<file path="config.mk">
export PLATFORM = sky130hd
export DESIGN_NAME = line_write_merge
export DESIGN_NICKNAME = d
export VERILOG_FILES = /design/src/rtl/line_write_merge.sv
export SDC_FILE = /design/constraint.sdc
export NUM_CORES = 2
export LEC_CHECK = 0
export ABC_AREA = 1
export BUFFER_PORTS_ARGS = -buffer_cell sky130_fd_sc_hd__buf_4
export CORE_AREA = 4 4 431 433
export DETAILED_ROUTE_END_ITERATION = 7
export DIE_AREA = 0 0 435 437
export PLACE_DENSITY_LB_ADDON = 0.05
export SYNTH_ARGS = -nofsm -noshare
export SYNTH_HDL_FRONTEND = slang
export SYNTH_SLANG_ARGS = --single-unit
</file>
<file path="constraint.sdc">
create_clock -name clk -period 16.6 [get_ports clk]
set_clock_uncertainty 0.2 [all_clocks]
set_input_delay 3.32 -clock clk [delete_from_list [all_inputs] [get_ports clk]]
set_output_delay 3.32 -clock clk [all_outputs]
set_load 0.005 [all_outputs]
</file>
<file path="src/rtl/line_write_merge.sv">
`default_nettype none
// ============================================================================
//  Module   : line_write_merge
//  Purpose  : Single-line write-merge buffer. Captures a full cache line,
//             merges byte-masked word writes into it while tracking which
//             words were modified, then drains the merged line plus a
//             per-word dirty mask over a valid/ready handshake. A new line
//             may be captured in the same cycle the drained line is taken.
//  Ports    : clk, reset        - clock, asynchronous active-high reset
//             load_valid/ready  - line capture handshake, load_data = line
//             wr_valid/ready    - word write handshake (wr_sel, wr_data,
//                                 wr_strb byte enables)
//             flush             - one-cycle request to drain the held line
//             out_valid/ready   - drain handshake, out_data = merged line,
//                                 out_dirty = per-word modified mask
//  Revision : 1.0 - initial release
// ============================================================================
module line_write_merge #(
  parameter int WORD_LOG   = 3,
  parameter int DATA_WIDTH = 64
) (
  input  logic                                    clk,
  input  logic                                    reset,
  input  logic                                    load_valid,
  output logic                                    load_ready,
  input  logic [(2**WORD_LOG)-1:0][DATA_WIDTH-1:0] load_data,
  input  logic                                    wr_valid,
  output logic                                    wr_ready,
  input  logic [WORD_LOG-1:0]                     wr_sel,
  input  logic [DATA_WIDTH-1:0]                   wr_data,
  input  logic [(DATA_WIDTH/8)-1:0]               wr_strb,
  input  logic                                    flush,
  output logic                                    out_valid,
  input  logic                                    out_ready,
  output logic [(2**WORD_LOG)-1:0][DATA_WIDTH-1:0] out_data,
  output logic [(2**WORD_LOG)-1:0]                out_dirty
);

  localparam int C_NWORDS = 2**WORD_LOG;
  localparam int C_NBYTES = DATA_WIDTH / 8;

  generate
    if ((DATA_WIDTH % 8) != 0) begin : g_width_check
      $error("line_write_merge: DATA_WIDTH must be a multiple of 8");
    end
  endgenerate

  typedef enum logic [1:0] {
    S_EMPTY = 2'd0,
    S_HOLD  = 2'd1,
    S_DRAIN = 2'd2
  } state_t;

  state_t                               r_state;
  state_t                               w_state_nxt;
  logic [C_NWORDS-1:0][DATA_WIDTH-1:0]  r_line;
  logic [C_NWORDS-1:0]                  r_dirty;
  logic                                 w_load_fire;
  logic                                 w_wr_fire;
  logic [DATA_WIDTH-1:0]                w_merged;

  // State register
  always_ff @(posedge clk or posedge reset) begin
    if (reset) begin
      r_state <= S_EMPTY;
    end else begin
      r_state <= w_state_nxt;
    end
  end

  // Next state and handshake outputs
  always_comb begin
    w_state_nxt = r_state;
    load_ready  = 1'b0;
    wr_ready    = 1'b0;
    out_valid   = 1'b0;
    w_load_fire = 1'b0;
    w_wr_fire   = 1'b0;
    case (r_state)
      S_EMPTY: begin
        load_ready = 1'b1;
        if (load_valid) begin
          w_load_fire = 1'b1;
          w_state_nxt = S_HOLD;
        end
      end
      S_HOLD: begin
        wr_ready  = 1'b1;
        w_wr_fire = wr_valid;
        // A write in the flush cycle is still merged by the datapath below.
        if (flush) begin
          w_state_nxt = S_DRAIN;
        end
      end
      S_DRAIN: begin
        out_valid = 1'b1;
        // Accepting a load while the line is taken avoids a bubble cycle.
        load_ready = out_ready;
        if (out_ready) begin
          if (load_valid) begin
            w_load_fire = 1'b1;
            w_state_nxt = S_HOLD;
          end else begin
            w_state_nxt = S_EMPTY;
          end
        end
      end
      default: begin
        w_state_nxt = S_EMPTY;
      end
    endcase
  end

  // Byte-masked merge of the write data into the selected word
  always_comb begin
    w_merged = r_line[wr_sel];
    for (int b = 0; b < C_NBYTES; b++) begin
      if (wr_strb[b]) begin
        w_merged[8*b +: 8] = wr_data[8*b +: 8];
      end
    end
  end

  // Line and dirty-mask registers
  always_ff @(posedge clk or posedge reset) begin
    if (reset) begin
      r_line  <= '0;
      r_dirty <= '0;
    end else if (w_load_fire) begin
      r_line  <= load_data;
      r_dirty <= '0;
    end else if (w_wr_fire) begin
      r_line[wr_sel] <= w_merged;
      // A zero-strobe write is accepted but must not mark the word dirty.
      if (|wr_strb) begin
        r_dirty[wr_sel] <= 1'b1;
      end
    end
  end

  // The retained line is hidden once drained so EMPTY always reads zero.
  assign out_data  = (r_state == S_EMPTY) ? '0 : r_line;
  assign out_dirty = (r_state == S_EMPTY) ? '0 : r_dirty;

endmodule
`default_nettype wire

</file>
==> flow_metrics.env <==
export IMPL_timing_worst_slew_pin_value_ns=1.11
export IMPL_gr_total_overflow=0
export IMPL_cellLeakagePower_nw=25.7
export IMPL_floorplan_initialDensity_pct=19.7
export IMPL_cts_sinks=522
export IMPL_port_buffers=1115
export IMPL_setup_viol=0
export IMPL_total_length_of_routed_wires_microns=263000
export IMPL_cts_buffers_inserted=78
export IMPL_first_pass_grt_wire_length_microns=361000
export IMPL_critical_path_most_common_cell="sky130_fd_sc_hd__buf_4"
export IMPL_crit_path_max_incr_delay_ns=0.50
export IMPL_antenna_found_initial=57
export IMPL_yosys_top_cells_area="sky130_fd_sc_hd__dfrtp_1 36%, sky130_fd_sc_hd__nand3_1 18%, sky130_fd_sc_hd__nand2_1 11%, sky130_fd_sc_hd__inv_1 11%, sky130_fd_sc_hd__nor2_1 7.9%"
export IMPL_slew_headroom_pct=26.3
export IMPL_core_sq_um=182000
export IMPL_via_count=42600
export IMPL_worst_ep_arrival_time_ns=4.54
export IMPL_fin_ws_ns=8.54
export IMPL_post_place_cells=8891
export IMPL_post_synth_num_cell_types=24
export IMPL_cell_by_cell_listing_of_the_critical_path="buf_4 > inv_1 > a21oi_4 > buf_12 > buf_4"
export IMPL_cts_hold_repair_buffers=0
export IMPL_synth_async_sr_flop_share_pct=100
export IMPL_fp_row_count=157
export IMPL_min_period_over_period_pct=48.6
export IMPL_drt_pass1_iterations=5
export IMPL_seq_area_frac_synth_pct=36.5
export IMPL_floorplan_die_area_sq_um=190000
export IMPL_power_mw=8.42
export IMPL_clk_transition_reported_paths_ns=0.05
export IMPL_finish_net_count=7179
export IMPL_synthDominantCellAreaShare_pct=36.5
export IMPL_power_ir_vdd_worst_uv=136
export IMPL_drive_gt1_share_pct=21.3
export IMPL_pre_cts_ws_ns=8.53
export IMPL_critPathKind="in -> out"
export IMPL_die_w_microns=435
export IMPL_areaGrowthSynthToFinish_pct=35.5
export IMPL_setup_worst_path_end_class="primary output"
export IMPL_clk_path_buf_depth=3
export IMPL_critical_path_required_ns=13.08
export IMPL_post_synth_top_area_cell="sky130_fd_sc_hd__dfrtp_1"
export IMPL_synth_edf_count=0
export IMPL_finalHoldViolations=0
export IMPL_synth_seq_cells=522
export IMPL_detail_route_iter0_violations=3296
export IMPL_rsz0062_at_grt="no"
export IMPL_worstSkewPairLatency_ns=0.69
export IMPL_layout_min_cycle_time_ns=8.06
export IMPL_synth_area_sq_um=35800
export IMPL_post_cts_resized_instances=0
export IMPL_buf_inv_stages_crit_path=4
export IMPL_worstSetupStartpointType="input port"
export IMPL_grt_max_degree=173
export IMPL_die_h_microns=437
export IMPL_post_route_cell_area_sq_um=48500
export IMPL_synth_top_cells_by_count="1283 x sky130_fd_sc_hd__nand3_1, 1016 x sky130_fd_sc_hd__nand2_1, 1009 x sky130_fd_sc_hd__inv_1"
export IMPL_htreeDepth=3
export IMPL_hold_path_class="reg -> reg"
export IMPL_dp_hpwl_microns=177000
export IMPL_syn_area_per_cell_sq_um=6.20
export IMPL_mappedNetlistNets=6368
export IMPL_root_buffer="sky130_fd_sc_hd__clkbuf_16"
export IMPL_max_slew_violation_total_from_the_final_report=0
export IMPL_yosysWarnings=0
export IMPL_antenna_left=0
export IMPL_synth_main_ff_cell="sky130_fd_sc_hd__dfrtp_1"
export IMPL_io_pins=1116
export IMPL_route_detailed_wl_per_inst_microns=28.9
export IMPL_timing_max_cap_violations=0
export IMPL_post_synth_top_count_cell="sky130_fd_sc_hd__nand3_1"
export IMPL_worst_path_max_fanout=138
export IMPL_finalWeightedCongestion=0.849
export IMPL_vias_per_cell=4.69
export IMPL_fin_tns_setup_ns=0
export IMPL_power_density_over_the_cells_nw_per_um2=174
export IMPL_final_instance_count_excl_fill=9073
export IMPL_netlist_instances=5775
export IMPL_grt_pass1_vias=43400
export IMPL_cpLargestDelayFamily="buffers and inverters"
export IMPL_tritoncts="built"
export IMPL_post_cts_buffers=0
export IMPL_timing_fmax_mhz=124
export IMPL_detailed_place_area_sq_um=45900
export IMPL_route_detailed_drc=0
export IMPL_grt_total_usage_pct=26.5
export IMPL_run_status="complete, no violations"
export IMPL_cell_at_the_slowest_stage_of_the_critical_path="sky130_fd_sc_hd__buf_12"
==> worst register-to-register path, delay by kind of cell (launching register included) <==
family / cells / cell delay, ns
simple gates: 3 / 1.32
compound gates: 2 / 0.44
buf+inv: 3 / 1.51
flops: 1 / 0.44
==> final cells by class <==
cell class	instances	area (sq um)
well taps	2385	2980
inverters	1058	4010
flip-flops and latches	522	13100
diodes	45	113
clock buffers	119	2330
clock inverters	18	170
fillers	21100	134000
repair buffers	1174	8940
multi-input cells	3752	16900
==> per-stage QoR <==
stage               util, %  hold slack, ns
floorplan                 -           0.249
global placement       25.2           0.266
detailed placement     25.2           0.266
CTS                    26.6           0.283
global route           26.6           0.296
finish                 26.6           0.279
==> path summary, 6_finish.rpt <==
path                             from     endpoint  depth (start not counted)  slack [ns]
setup / recovery            out_ready   load_ready                          5        8.54
hold / removal             r_dirty[4]   r_dirty[4]                          2        0.28
setup reg to reg           r_state[1]    r_line[3]                          8       12.58
hold reg to reg            r_dirty[4]   r_dirty[4]                          2        0.28
max in group asynchronous       reset  r_line[476]                          6       10.15
min in group asynchronous       reset   r_line[15]                          2        2.57
==> logic make-up after synthesis <==
logic type             share of synthesized area [%]
AOI/OAI and AO/OA                               7.21
buffers and inverters                           16.6
DFF                                             36.5
and+or+nand+nor                                 39.7
==> where the power goes <==
| part | internal, mW | total [mW] | switching, mW |
|---|---|---|---|
| logic | 1.54 | 4.54 | 3.00 |
| registers | 1.89 | 2.16 | 0.266 |
| clock network | 0.993 | 1.72 | 0.726 |
| total | 4.43 | 8.42 | 3.99 |
==> per-layer routing <==
layer | share of wire (%) | GRT usage, % | up-vias | wire length [microns]
li1 | - | - | 19600 | -
met1 | 43 | 33.4 | 21300 | 112000
met2 | 48 | 44.6 | 1327 | 127000
met3 | 4.6 | 3.91 | 304 | 12100
met4 | 4.4 | 11.8 | 10 | 11500
met5 | 0.027 | 0 | - | 72
==> cells in the final DEF (no fill, tap or decap), types with 12 or more instances in the layout <==
cell                        Yosys  routed
sky130_fd_sc_hd__nor2_1       758     756
sky130_fd_sc_hd__o21ai_1       50      50
sky130_fd_sc_hd__clkinv_2       0      12
sky130_fd_sc_hd__nand2_1     1016    1010
sky130_fd_sc_hd__clkbuf_1     175      20
sky130_fd_sc_hd__buf_4         20    1163
sky130_fd_sc_hd__or2_2         64      64
sky130_fd_sc_hd__dfrtp_1      522     522
sky130_fd_sc_hd__diode_2        0      45
sky130_fd_sc_hd__nand4_1       69      69
sky130_fd_sc_hd__nand2_2       35      32
sky130_fd_sc_hd__inv_1       1009    1008
sky130_fd_sc_hd__nand3_1     1283    1283
sky130_fd_sc_hd__o21ai_0      463     463
sky130_fd_sc_hd__clkbuf_8       0      20
sky130_fd_sc_hd__clkbuf_16      0      79
sky130_fd_sc_hd__clkinv_1      37      37
==> registers in the layout, summed over array words and instances (netlist names) <==
name / flops
r_line: 512
r_state: 2
r_dirty: 8
Power figures use the tool's default switching activity.
